===== src/rtl/sram128_req_ctrl_pkg.sv =====
// Shared constants and the response FIFO entry type for the 128-bit SRAM request controller.
package sram128_ctrl_pkg;
   localparam int DATA_W   = 128;
   localparam int STRB_W   = 16;
   localparam int BYTE_OFS = 4;

   typedef struct packed {
      logic              wr;
      logic [DATA_W-1:0] rdata;
   } rsp_entry_t;
endpackage


===== src/rtl/sram128_req_ctrl_if.sv =====
// Request/response channel between the bus slave logic and the SRAM request controller.
interface sram128_req_ctrl_if #(
   parameter int ADDR_W = 19
);
   import sram128_ctrl_pkg::*;

   logic                       req_vld;
   logic                       req_rdy;
   logic                       req_wr;
   logic [ADDR_W+BYTE_OFS-1:0] req_addr;
   logic [DATA_W-1:0]          req_wdata;
   logic [STRB_W-1:0]          req_wstrb;
   logic                       rsp_vld;
   logic                       rsp_rdy;
   logic                       rsp_wr;
   logic [DATA_W-1:0]          rsp_rdata;

   modport master (
      output req_vld, req_wr, req_addr, req_wdata, req_wstrb, rsp_rdy,
      input  req_rdy, rsp_vld, rsp_wr, rsp_rdata
   );

   modport slave (
      input  req_vld, req_wr, req_addr, req_wdata, req_wstrb, rsp_rdy,
      output req_rdy, rsp_vld, rsp_wr, rsp_rdata
   );
endinterface


===== src/rtl/sram128_rsp_fifo.sv =====
// Synchronous response FIFO; pointers wrap naturally because the depth is a power of two.
module sram128_rsp_fifo
   import sram128_ctrl_pkg::*;
#(
   parameter int FIFO_DEPTH = 4,
   localparam int CNT_W     = $clog2(FIFO_DEPTH + 1)
) (
   input  logic             clk,
   input  logic             rst_n,
   input  logic             i_push,
   input  rsp_entry_t       i_data,
   input  logic             i_pop,
   output rsp_entry_t       o_head,
   output logic [CNT_W-1:0] o_cnt
);
   localparam int PTR_W = $clog2(FIFO_DEPTH);

   if (FIFO_DEPTH < 2 || (FIFO_DEPTH & (FIFO_DEPTH - 1)) != 0) begin : g_bad_depth
      $error("FIFO_DEPTH must be a power of two and at least 2");
   end

   rsp_entry_t       r_mem [FIFO_DEPTH];
   logic [PTR_W-1:0] r_wptr;
   logic [PTR_W-1:0] r_rptr;
   logic [CNT_W-1:0] r_cnt;
   logic             w_pop;

   assign w_pop  = i_pop && (r_cnt != '0);
   assign o_head = r_mem[r_rptr];
   assign o_cnt  = r_cnt;

   always_ff @(posedge clk) begin
      if (i_push) r_mem[r_wptr] <= i_data;
   end

   always_ff @(posedge clk or negedge rst_n) begin
      if (!rst_n) begin
         r_wptr <= '0;
         r_rptr <= '0;
         r_cnt  <= '0;
      end else begin
         if (i_push) r_wptr <= r_wptr + 1'b1;
         if (w_pop)  r_rptr <= r_rptr + 1'b1;
         case ({i_push, w_pop})
            2'b10:   r_cnt <= r_cnt + 1'b1;
            2'b01:   r_cnt <= r_cnt - 1'b1;
            default: r_cnt <= r_cnt;
         endcase
      end
   end
endmodule


===== src/rtl/sram128_req_ctrl.sv =====
// Request front-end for the 128-bit single-port SRAM: drives strobes on the accept cycle,
// captures read data one cycle later and returns in-order responses through a credit-checked FIFO.
module sram128_req_ctrl
   import sram128_ctrl_pkg::STRB_W, sram128_ctrl_pkg::BYTE_OFS, sram128_ctrl_pkg::rsp_entry_t;
#(
   parameter int ADDR_W     = 19,
   parameter int DATA_W     = 128,
   parameter int FIFO_DEPTH = 4
) (
   input  logic               pll_core_cpuclk,
   input  logic               pad_cpu_rst_b,
   sram128_req_ctrl_if.slave  bus,
   output logic [ADDR_W-1:0]  sram_a,
   output logic               sram_cen,
   output logic [STRB_W-1:0]  sram_wen,
   output logic [DATA_W-1:0]  sram_d,
   input  logic [DATA_W-1:0]  sram_q
);
   localparam int               CNT_W   = $clog2(FIFO_DEPTH + 1);
   localparam logic [CNT_W:0]   DEPTH_C = (CNT_W + 1)'(FIFO_DEPTH);

   logic              r_run;
   logic              r_inflight;
   logic              r_infl_wr;
   logic [ADDR_W-1:0] r_a_hold;
   logic [DATA_W-1:0] r_d_hold;
   logic              w_fire;
   logic              w_pop;
   logic [CNT_W-1:0]  w_cnt;
   logic [CNT_W:0]    w_used;
   rsp_entry_t        w_push_ent;
   rsp_entry_t        w_head;
   logic              w_unused;

   assign w_unused = &{1'b0, bus.req_addr[BYTE_OFS-1:0]};

   // Credit check counts the in-flight access so the S1 push can never overflow the FIFO.
   assign w_used      = {1'b0, w_cnt} + (CNT_W + 1)'(r_inflight);
   assign bus.req_rdy = r_run && (w_used < DEPTH_C);
   assign w_fire      = bus.req_vld && bus.req_rdy;

   assign sram_cen = !w_fire;
   assign sram_wen = (w_fire && bus.req_wr) ? ~bus.req_wstrb : '1;
   assign sram_a   = w_fire ? bus.req_addr[ADDR_W+BYTE_OFS-1:BYTE_OFS] : r_a_hold;
   assign sram_d   = w_fire ? bus.req_wdata : r_d_hold;

   always_ff @(posedge pll_core_cpuclk) begin
      if (w_fire) begin
         r_a_hold <= bus.req_addr[ADDR_W+BYTE_OFS-1:BYTE_OFS];
         r_d_hold <= bus.req_wdata;
      end
   end

   always_ff @(posedge pll_core_cpuclk or negedge pad_cpu_rst_b) begin
      if (!pad_cpu_rst_b) begin
         r_run      <= 1'b0;
         r_inflight <= 1'b0;
         r_infl_wr  <= 1'b0;
      end else begin
         r_run      <= 1'b1;
         r_inflight <= w_fire;
         if (w_fire) r_infl_wr <= bus.req_wr;
      end
   end

   // S1: the read data is on sram_q this cycle; write acks carry zero data.
   assign w_push_ent.wr    = r_infl_wr;
   assign w_push_ent.rdata = r_infl_wr ? '0 : sram_q;
   assign w_pop            = bus.rsp_vld && bus.rsp_rdy;

   sram128_rsp_fifo #(.FIFO_DEPTH(FIFO_DEPTH)) u_rsp_fifo (
      .clk    (pll_core_cpuclk),
      .rst_n  (pad_cpu_rst_b),
      .i_push (r_inflight),
      .i_data (w_push_ent),
      .i_pop  (w_pop),
      .o_head (w_head),
      .o_cnt  (w_cnt)
   );

   assign bus.rsp_vld   = (w_cnt != '0);
   assign bus.rsp_wr    = bus.rsp_vld && w_head.wr;
   assign bus.rsp_rdata = bus.rsp_vld ? w_head.rdata : '0;

   a_req_hold: assert property (@(posedge pll_core_cpuclk) disable iff (!pad_cpu_rst_b)
      (bus.req_vld && !bus.req_rdy) |=>
      (!bus.req_vld || $stable({bus.req_wr, bus.req_addr, bus.req_wdata, bus.req_wstrb})));
endmodule


===== src/flat_wrapper.sv =====
// flat-port wrapper written by rule: the top's interface ports become plain ports
module sram128_req_ctrl_flat import sram128_ctrl_pkg::STRB_W, sram128_ctrl_pkg::BYTE_OFS, sram128_ctrl_pkg::rsp_entry_t;
#(
   parameter int ADDR_W     = 19,
   parameter int DATA_W     = 128,
   parameter int FIFO_DEPTH = 4
)
  (pll_core_cpuclk, pad_cpu_rst_b, sram_a, sram_cen, sram_wen, sram_d, sram_q, bus_req_vld, bus_req_wr, bus_req_addr, bus_req_wdata, bus_req_wstrb, bus_rsp_rdy, bus_req_rdy, bus_rsp_vld, bus_rsp_wr, bus_rsp_rdata);
  sram128_req_ctrl_if #(.ADDR_W(ADDR_W)) bus_i ();
  input  logic pll_core_cpuclk;
  input  logic pad_cpu_rst_b;
  output logic [ADDR_W-1:0] sram_a;
  output logic sram_cen;
  output logic [STRB_W-1:0] sram_wen;
  output logic [DATA_W-1:0] sram_d;
  input  logic [DATA_W-1:0] sram_q;
  input wire logic [$bits(bus_i.req_vld)-1:0] bus_req_vld;
  input wire logic [$bits(bus_i.req_wr)-1:0] bus_req_wr;
  input wire logic [$bits(bus_i.req_addr)-1:0] bus_req_addr;
  input wire logic [$bits(bus_i.req_wdata)-1:0] bus_req_wdata;
  input wire logic [$bits(bus_i.req_wstrb)-1:0] bus_req_wstrb;
  input wire logic [$bits(bus_i.rsp_rdy)-1:0] bus_rsp_rdy;
  output wire logic [$bits(bus_i.req_rdy)-1:0] bus_req_rdy;
  output wire logic [$bits(bus_i.rsp_vld)-1:0] bus_rsp_vld;
  output wire logic [$bits(bus_i.rsp_wr)-1:0] bus_rsp_wr;
  output wire logic [$bits(bus_i.rsp_rdata)-1:0] bus_rsp_rdata;
  assign bus_i.req_vld = bus_req_vld;
  assign bus_i.req_wr = bus_req_wr;
  assign bus_i.req_addr = bus_req_addr;
  assign bus_i.req_wdata = bus_req_wdata;
  assign bus_i.req_wstrb = bus_req_wstrb;
  assign bus_i.rsp_rdy = bus_rsp_rdy;
  assign bus_req_rdy = bus_i.req_rdy;
  assign bus_rsp_vld = bus_i.rsp_vld;
  assign bus_rsp_wr = bus_i.rsp_wr;
  assign bus_rsp_rdata = bus_i.rsp_rdata;
  sram128_req_ctrl #(.ADDR_W(ADDR_W), .DATA_W(DATA_W), .FIFO_DEPTH(FIFO_DEPTH)) u_core (.pll_core_cpuclk(pll_core_cpuclk), .pad_cpu_rst_b(pad_cpu_rst_b), .bus(bus_i), .sram_a(sram_a), .sram_cen(sram_cen), .sram_wen(sram_wen), .sram_d(sram_d), .sram_q(sram_q));
endmodule

===== config.mk =====
export PLATFORM = sky130hd
export DESIGN_NAME = sram128_req_ctrl_flat
export DESIGN_NICKNAME = d
export VERILOG_FILES = /design/src/rtl/sram128_req_ctrl_pkg.sv /design/src/rtl/sram128_req_ctrl_if.sv /design/src/rtl/sram128_rsp_fifo.sv /design/src/rtl/sram128_req_ctrl.sv /design/src/flat_wrapper.sv
export SDC_FILE = /design/constraint.sdc
export NUM_CORES = 1
export LEC_CHECK = 0
export CAP_MARGIN = 20
export CORE_UTILIZATION = 30
export DETAILED_ROUTE_END_ITERATION = 10
export MAX_ROUTING_LAYER = met4
export PLACE_DENSITY = 0.59
export SLEW_MARGIN = 20
export SYNTH_ARGS = -nofsm -noshare
export SYNTH_HDL_FRONTEND = slang
export SYNTH_SLANG_ARGS = --single-unit

===== constraint.sdc =====
create_clock -name pll_core_cpuclk -period 6.4 [get_ports pll_core_cpuclk]
set_input_delay 1.28 -clock pll_core_cpuclk [delete_from_list [all_inputs] [get_ports pll_core_cpuclk]]
set_output_delay 1.28 -clock pll_core_cpuclk [all_outputs]
set_load 0.1 [all_outputs]

# Word level (Yosys, flattened, before mapping)

Memory sizes are Yosys's and may differ from the RTL's.
Index checks and enable logic that the tools add are counted.
W data, S select, Z words.

Register bits: 157
Bits in latches: 0
RAM bits: 516
Bits in read-only memories: 0
Input port bits: 300
Output and inout port bits: 295
Logic and storage cells: 35
Memories: 1

Memories:

| name                    | words | width | rd ports | clocked after memory_dff | wr ports | line                   | text |
|---|---|---|---|---|---|---|---|
| u_core.u_rsp_fifo.r_mem | 4     | 129   | 1        | 0                        | 1        | sram128_rsp_fifo.sv:22 | `rsp_entry_t r_mem [FIFO_DEPTH];` |

Add/sub/neg operators: 5
Multiply operators: 0
Divide/modulo/power cells: 0
$lt $le $gt $ge: 1
Equal/unequal tests: 2
Shift-type cells: 0
Mux-type cells: 8
Bitwise operators: 1
Reductions and logical operators: 9

Operators by type and width:

| kind                  | count |
|---|---|
| $mux W128             | 3 |
| $mux W19              | 1 |
| $mux W16              | 1 |
| $not A16 Y16          | 1 |
| $logic_and A1 B1 Y1   | 6 |
| $pmux W3 S2           | 1 |
| $add A2 B1 Y2 const B | 2 |
| $add A3 B1 Y4         | 1 |
| $lt A4 B3 Y1 const B  | 1 |
| $add A3 B1 Y3 const B | 1 |
| $reduce_bool A3 Y1    | 1 |
| $sub A3 B1 Y3 const B | 1 |
| $eq A2 B1 Y1 const B  | 1 |
| $eq A2 B2 Y1 const B  | 1 |
| $mux W1               | 2 |
| $reduce_bool A2 Y1    | 1 |
| $logic_not A1 Y1      | 1 |

# Depth between registers and ports, before layout

Gate-level depths: netlist of run 1.

Depth after elaboration: 6
Gate-level depth with buffers: 9
Gate-level depth less buffers: 8

# Modules after synthesis

Synthesis of run 1 repeated with hierarchy kept, for this count alone.

Cells, all modules: 1335
Area total of the unflattened synthesis: 26060.0 µm²

By module, submodules not included:

| module           | instances | cells each | area an instance (µm²) | sequential area each (µm²) |
|---|---|---|---|---|
| sram128_rsp_fifo | 1         | 709        | 19007.0                | 15670.0 |
| sram128_req_ctrl | 1         | 626        | 7053.0                 | 3017.9 |

# Least setup slack after synthesis of run 1

No wires, ideal clock.

Path kind: register to register
Start: reg u_core.u_rsp_fifo.r_wptr[0]
End: mem u_core.u_rsp_fifo.r_mem[0][0] in the netlist's numbering (enable)
Setup time: 0.503 ns
Arrival: 3.581 ns
Data required time: 5.897 ns
Path slack: 2.316 ns
Cell stages (with the launch flop): 4
Path buffers: 0
Clock period less this slack: 4.084 ns
Cells stage by stage: dfrtp_1 -> inv_1 -> ha_1 -> and2_1

RTL lines:

| item                   | line                   | text |
|---|---|---|
| from (decl)            | sram128_rsp_fifo.sv:23 | `logic [PTR_W-1:0] r_wptr;` |
| from (signal assigned) | sram128_rsp_fifo.sv:42 | `if (i_push) r_wptr <= r_wptr + 1'b1;` |
| to (decl)              | sram128_rsp_fifo.sv:22 |  |

Straight into the memory's write port.

# Worst setup path in the final report of run 1

Start: in bus_req_vld
End: out sram_d[85]

Cells in the longest elaborated chain, start to end: 2

RTL lines:

| item                | line                   | text |
|---|---|---|
| from (decl)         | flat_wrapper.sv:17     | `input wire logic [$bits(bus_i.req_vld)-1:0] bus_req_vld;` |
| $logic_and A1 B1 Y1 | sram128_req_ctrl.sv:40 | `assign w_fire = bus.req_vld && bus.req_rdy;` |
| $mux W128           | sram128_req_ctrl.sv:45 | `assign sram_d = w_fire ? bus.req_wdata : r_d_hold;` |
| to (decl)           | flat_wrapper.sv:15     | `output logic [DATA_W-1:0] sram_d;` |

No other way between the ends.

==> results.cfg, run 1 <==
[route]
route.met2.wl_um = 38100
ant_nets = 0
drt_pass1_iterations = 5
met1_length_um = 27100
wl_met3_um = 4700
drcViolationCount = 0
topRoutingLayerUsed = met4
wire_per_inst_um = 22.8
drtIter0Drc = 552
vias = 14073
wirelength_um = 71600
via_per_inst = 4.47

[cells_and_area]
drive_above_1_share_pct = 23.9
syn2layout_area_growth_pct = 36.0
seq_area_mm2 = 0.0187
nNetsFinal = 2254
multi_input_area_mm2 = 0.00650
num-fill-cells = 7599

[clocking]
cts_tree = done
clk_path_buf_depth = 3
clkLatencyLatePin_ns = 0.60
cts.sinks = 673
post_cts_buffers = 0
cts_resized = 0
cts_root_buf = clkbuf_16
htree_levels = 3
holdBufCountCts = 0
cts_buffers = 78
path_clk_slew_ns = 0.05

[sta]
worstMarginPinSlew_ns = 1.31
fin_tns_setup_ns = 0
hold_viol = 0
holdWs_ns = 0.467
rsz0062_at_grt = no
maxSlewViolCount = 0
layout_setup_ws_ns = 0.952
finClkSkew_ns = 0.0178
period_share_pct = 85.1
fmax_mhz = 184
fin_crit_ns = 5.45
max_slew_margin_pct = 12.6
finalSetupViolations = 0

[critical_path]
worstSetupStartpointType = primary input
cp_max_fo = 62
cp.required_ns = 5.12
r2r_start = u_core.r_inflight
crit_type = primary input to output port
r2r_slack_ns = 3.56
rr_worst_depth = 4
endpoint_kind = output port
arrival_ns = 4.17
r2r_end = u_core.r_d_hold[89]

[global_route]
grt_usage_pct = 16.8
grt_pass1_wl_um = 102000
overflow = 0
grt_pass1_vias = 15327
antenna_found_initial = 20
grt_max_degree = 130

[floorplan]
initial_core_util_pct = 30.5
die_w_um = 295
die_y_um = 295
rows = 106
io_pins = 595
die_area_mm2 = 0.0867
core-area_mm2 = 0.0842

[synthesis]
ys_ff_latch = 673
syn_area_mm2 = 0.0257
syn_inst = 1336
avgSynthCellArea_um2 = 19.2
synth_cell_types = 27
yosysSeqAreaShare_pct = 72.8
yosys.area.top_type = edfxtp_1
yosys-top-cells-area = edfxtp_1 60%, dfxtp_1 11%, mux4_2 11%, mux2_2 4.7%, and2_1 3.3%
syn_nets = 1642
yosys_warnings = 0
synth_top_area_share_pct = 60.4

[worst_hold_path]
worstHoldPathCells = 1
min_to = u_core.r_a_hold[8]
hp-start = u_core.r_a_hold[8]
min_path_type = register to register

[run_status]
outcome = completed

[placed_design]
pre_cts_slack_ns = 0.913
dp_hpwl_um = 47400
gp_congestion = 0.832
port_buffers = 590

[flow_run]
drv_cap = 0
[cell usage after synthesis]
cell	number
a21o_1	1
conb_1	1
nand2_1	17
mux2i_1	1
dfrtp_1	10
mux2_1	40
and4_1	1
buf_6	21
buf_1	2
mux2_2	107
nand3_2	1
clkbuf_1	30
ha_1	5
or3_1	1
dfxtp_1	147
edfxtp_1	516
nor2_1	1
mux4_2	129
fa_1	1
nor2b_1	129
buf_2	24
inv_1	7
o21ai_0	1
nand3_1	2
xnor2_1	2
and2_1	135
xor2_1	4
[area by class of cell]
type / instances / area share [%]
antenna: 9 / 0.0645
clock buffer: 100 / 6.10
clock inverter: 34 / 0.810
inverter: 7 / 0.0753
multi-input combinational: 579 / 18.6
sequential: 673 / 53.6
tap: 1134 / 4.06
timing repair buffer: 609 / 16.7
[routing by layer]
layer | vias up | GRT usage, %
met3 | 116 | 4.34
met2 | 507 | 29.9
met5 | - | -
met1 | 7119 | 18.3
met4 | 0 | 4.99
li1 | 6331 | -
[state kept, by name, indices dropped and copies added (netlist names)]
| signal | count |
|---|---|
| u_core.r_d_hold | 128 |
| u_core.u_rsp_fifo.r_mem | 516 |
| u_core.r_a_hold | 19 |
| u_core.r_infl_wr | 1 |
| u_core.u_rsp_fifo.o_cnt | 3 |
| u_core.r_inflight | 1 |
| u_core.r_run | 1 |
| u_core.u_rsp_fifo.r_wptr | 2 |
| u_core.u_rsp_fifo.r_rptr | 2 |
[critical path, stage by stage]
cell             delay [ns]
clkdlybuf4s50_1        0.52
nand3_4                0.66
mux2_1                 0.49
clkdlybuf4s50_1        1.15
[cell families (layout without fill, tap and decap cells)]
group,after synthesis,count (layout),synth area share (%)
muxes,277,277,17.8
AOI/OAI and AO/OA,2,2,0.0487
adders and majority gates,6,6,0.322
other,1,10,0.0146
DFF,673,673,72.8
buffers and inverters,84,750,1.96
and+or+nand+nor,287,287,6.83
xor gates and xnor gates,6,6,0.205
[how the worst max path moves through the flow]
| stage | to | cells past startpoint | slack (ns) | startpoint |
|---|---|---|---|---|
| 2_1_floorplan | u_core.u_rsp_fifo.r_mem[0][0] | 3 | 2.32 | u_core.u_rsp_fifo.r_wptr[0] |
| 3_3_place_gp | sram_a[14] | 4 | 0.96 | bus_req_vld |
| 3_5_place_dp | sram_a[14] | 4 | 0.91 | bus_req_vld |
| 4_1_cts | sram_a[14] | 4 | 0.91 | bus_req_vld |
| 5_1_grt | sram_d[112] | 4 | 0.82 | bus_req_vld |
| 6_report | sram_d[85] | 4 | 0.95 | bus_req_vld |
[through the flow]
| step | util, % | instances | area [um^2] |
|---|---|---|---|
| after floorplan | - | 1336 | 25700 |
| after global placement | 38.6 | 3002 | 32500 |
| after detailed placement | 38.6 | 3002 | 32500 |
| after CTS | 41.4 | 3136 | 34900 |
| after global routing | 41.5 | 3145 | 34900 |
| final | 41.5 | 3145 | 34900 |
[placed cells by master, fill, tap and decap left out, drive strengths merged, types with 2 or more instances in the layout]
master and instances:
clkinv 26, nand3 3, bufinv 3, ha 5
edfxtp 516, mux4 129, buf 123, clkdlybuf4s50 486
xnor2 2, xor2 4, dfrtp 10, dfxtp 147
mux2 147, diode 9, nand2 17, and2 135
clkbuf 100, inv 11, nor2b 129
Power of run 1 is not shown: default switching activity piles up to over one toggle a cycle in this logic, so the estimate is an artifact.
==> inputs of run 2 (changes only) <==
CTS_CLUSTER_SIZE = 24   (was not set)
DONT_BUFFER_PORTS = 1   (was not set)
PLACE_DENSITY = 0.5   (was 0.59)
==> results.cfg, run 2 (synthesis results as in run 1) <==
[run_status]
outcome = completed

[sta]
finClkSkew_ns = 0.0296
fmax_mhz = 216
fin_tns_setup_ns = 0
period_share_pct = 72.3
maxSlewViolCount = 0
hold_viol = 0
worstMarginPinSlew_ns = 1.17
rsz0062_at_grt = no
fin_crit_ns = 4.62
max_slew_margin_pct = 21.7
finalSetupViolations = 0

[critical_path]
crit_type = register to output port
crit_family = simple AND/OR/NAND/NOR gates
max_stage_delay_ns = 0.69
endpoint_kind = output port
cp_cell_sequence = nand3_1 > nand3_4 > buf_4 > mux2_2
crit_buf_inv = 1
worstSetupStartpointType = register
cp_max_fo = 65
cp_slowest_cell = nand3_4
arrival_ns = 3.34
cp.required_ns = 5.12

[clocking]
cts_buffers = 77
cts_resized = 0
cts_root_buf = clkbuf_16
clk_path_buf_depth = 3
cts_tree = done
path_clk_slew_ns = 0.06
post_cts_buffers = 0
cts.sinks = 673
clkLatencyLatePin_ns = 0.60
holdBufCountCts = 0
htree_levels = 3

[cells_and_area]
mostFrequentLayoutCell = edfxtp_1
largest_register_ff_count = 516
layout_common_cells = 516 x edfxtp_1, 147 x dfxtp_1, 131 x and2_1
nNetsFinal = 1668
top_regs = u_core.u_rsp_fifo.r_mem x516, u_core.r_d_hold x128, u_core.r_a_hold x19
regMostFlops = u_core.u_rsp_fifo.r_mem
syn2layout_area_growth_pct = 14.5
seq_area_mm2 = 0.0187
num-fill-cells = 7945
drive_above_1_share_pct = 27.8
multi_input_area_mm2 = 0.00653

[flow_run]
drv_cap = 0

[worst_hold_path]
min_path_type = primary input to async pin

[global_route]
use_met1_pct = 16.7
antenna_found_initial = 23
grt_use_met3_pct = 4.27
grt_pass1_vias = 12713
grt_usage_pct = 16.1
overflow = 0
grtUsageMet2_pct = 29.5
busiest_layer = met2
grt_max_degree = 87
grt_pass1_wl_um = 95300

[floorplan]
rows = 106
die_area_mm2 = 0.0867
io_pins = 595
die_w_um = 295
initial_core_util_pct = 30.5
core-area_mm2 = 0.0842
die_y_um = 295

[route]
vias = 11943
ant_nets = 0
wirelength_um = 69100
via_per_inst = 4.65
wire_per_inst_um = 26.9
drcViolationCount = 0
drtIter0Drc = 600
drt_pass1_iterations = 5

[placed_design]
gp_congestion = 0.863
port_buffers = 0
dp_hpwl_um = 46500
-- run 2: cell types whose count changed in the layout (fill, tap and decap cells not counted), sizes merged --
cell           previous run  this run
clkinv                   26        27
clkdlybuf4s50           486         0
inv                      11        12
clkbuf                  100        97
buf                     123        24
diode                     9        15
bufinv                    3         4
-- run 2: path summary, 6_finish.rpt --
kind                          slack, ns                     endpoint                       start  cells after the start
setup / recovery                   1.78                   sram_d[97]           u_core.r_inflight                      4
hold / removal                     0.36   u_core.u_rsp_fifo.o_cnt[0]               pad_cpu_rst_b                      0
setup reg to reg                   3.50          u_core.r_d_hold[97]           u_core.r_inflight                      4
hold reg to reg                    0.52   u_core.u_rsp_fifo.o_cnt[2]  u_core.u_rsp_fifo.o_cnt[2]                      1
max in group asynchronous          5.93  u_core.u_rsp_fifo.r_rptr[1]               pad_cpu_rst_b                      0
min in group pll_core_cpuclk       0.52   u_core.u_rsp_fifo.o_cnt[2]  u_core.u_rsp_fifo.o_cnt[2]                      1
-- run 2: layer usage --
metal | part of all wire (%) | routed length [um]
met1 | 36 | 24900
met2 | 55 | 38100
met3 | 6.6 | 4540
met4 | 2.3 | 1570
met5 | 0 | 0
-- run 2: metrics by stage --
step | worst slack (ns) | cells | instance area (um^2) | util, % | hold slack (ns)
finish | 1.78 | 2566 | 29400 | 34.9 | 0.364
CTS | 1.65 | 2551 | 29300 | 34.8 | 0.313
global placement | 1.89 | 2416 | 26900 | 31.9 | 0.505
floorplan | 2.32 | 1336 | 25700 | - | 0.458
detailed placement | 1.82 | 2417 | 26900 | 32.0 | 0.513
global route | 1.56 | 2561 | 29400 | 34.9 | 0.318
-- run 2: final cells by class --
class                      count  area share, %
clock inverter                37           1.08
clock buffer                  97           7.17
sequential                   673           63.6
inverter                       7         0.0894
antenna                       15          0.128
tap                         1134           4.83
timing repair buffer          24          0.826
multi-input combinational    579           22.2
Power of run 2 is left out for the same reason.
==> inputs of run 3 (changes only) <==
PLACE_DENSITY = 0.51   (was 0.5)
clock period = 3.7 ns   (was 6.4 ns; I/O delays follow)
==> results.cfg, run 3 (synthesis results as in run 1) <==
[critical_path]
crit_buf_inv = 1
crit_type = register to output port
arrival_ns = 2.81
crit_family = multiplexers
cp_max_fo = 44
cp_slowest_cell = mux2_1
cp_cell_sequence = nand3_1 > nand3_4 > buf_12 > mux2_1
cp.required_ns = 2.96
max_stage_delay_ns = 0.84
worstSetupStartpointType = register
endpoint_kind = output port

[cells_and_area]
regMostFlops = u_core.u_rsp_fifo.r_mem
layout_common_cells = 516 x edfxtp_1, 167 x buf_4, 147 x dfxtp_1
nNetsFinal = 1834
top_regs = u_core.u_rsp_fifo.r_mem x516, u_core.r_d_hold x128, u_core.r_a_hold x19
multi_input_area_mm2 = 0.00650
mostFrequentLayoutCell = edfxtp_1
largest_register_ff_count = 516
seq_area_mm2 = 0.0187
drive_above_1_share_pct = 35.7
num-fill-cells = 7873
syn2layout_area_growth_pct = 19.8

[clocking]
cts_buffers = 75
htree_levels = 3
cts_root_buf = clkbuf_16
cts.sinks = 673
cts_tree = done
clk_path_buf_depth = 3
clkLatencyLatePin_ns = 0.61
path_clk_slew_ns = 0.06

[floorplan]
die_area_mm2 = 0.0867
die_w_um = 295
die_y_um = 295
io_pins = 595
rows = 106
initial_core_util_pct = 30.5
core-area_mm2 = 0.0842

[flow_run]
drv_cap = 0

[route]
vias = 12649
drt_pass1_iterations = 5
wire_per_inst_um = 24.0
drtIter0Drc = 723
ant_nets = 0
drcViolationCount = 0
via_per_inst = 4.62
wirelength_um = 65600

[global_route]
overflow = 0
grt_usage_pct = 15.1
grt_pass1_vias = 13442
grt_max_degree = 65
grt_pass1_wl_um = 92100
antenna_found_initial = 24

[sta]
max_slew_margin_pct = 34.5
fin_crit_ns = 3.55
maxSlewViolCount = 0
worstMarginPinSlew_ns = 0.989
finalSetupViolations = 0
rsz0062_at_grt = no
hold_viol = 0
fin_tns_setup_ns = 0
finClkSkew_ns = 0.0287
period_share_pct = 96.0
fmax_mhz = 282

[run_status]
outcome = completed

[placed_design]
gp_congestion = 0.862
port_buffers = 0
dp_hpwl_um = 43400

[worst_hold_path]
min_path_type = primary input to register
==> run 3: per-layer routing <==
metal / vias up / GRT usage, % / part of all wire [%]
li1: 5499 / - / -
met1: 6501 / 16.6 / 37
met2: 522 / 25.4 / 51
met3: 127 / 4.25 / 7.7
met4: 0 / 7.15 / 4.2
met5: - / - / 0
==> run 3: worst paths after layout <==
path / start / endpoint / slack, ns / cells past startpoint
max: u_core.r_inflight / sram_d[108] / 0.15 / 4
min: bus_rsp_rdy / u_core.u_rsp_fifo.r_rptr[1] / 0.31 / 2
max reg2reg: u_core.r_inflight / u_core.r_d_hold[108] / 1.25 / 4
min reg2reg: u_core.u_rsp_fifo.o_cnt[2] / u_core.u_rsp_fifo.o_cnt[2] / 0.51 / 1
max in group asynchronous: pad_cpu_rst_b / u_core.r_infl_wr / 2.75 / 1
min in group asynchronous: pad_cpu_rst_b / u_core.u_rsp_fifo.o_cnt[1] / 0.55 / 1
==> run 3: repair_timing <==
action                                  CTS  global route
gates resized for setup                   0            29
endpoints found under the hold margin    10             0
endpoints found under the setup margin    0            52
hold buffers                              1             0
buffers inserted                          0             1
==> run 3: stage by stage <==
stage	area (um^2)	worst slack, ns	utilization (%)	instances	hold WS (ns)
after floorplan	25700	0.464	-	1336	0.444
after global placement	28300	0.678	33.7	2583	0.445
after detailed placement	28300	0.688	33.7	2583	0.445
after CTS	30700	0.00993	36.4	2717	0.262
after global routing	30700	0.00168	36.5	2731	0.296
final	30700	0.150	36.5	2737	0.306
==> run 3: area by class of cell <==
class	instances	share of cell area (%)
clock inverters	32	0.818
clock buffers	101	6.70
inverters	7	0.0855
repair buffers	192	5.65
well taps	1134	4.62
diodes	19	0.155
multi-input cells	579	21.1
flip-flops and latches	673	60.8
Power of run 3 is left out for the same reason.
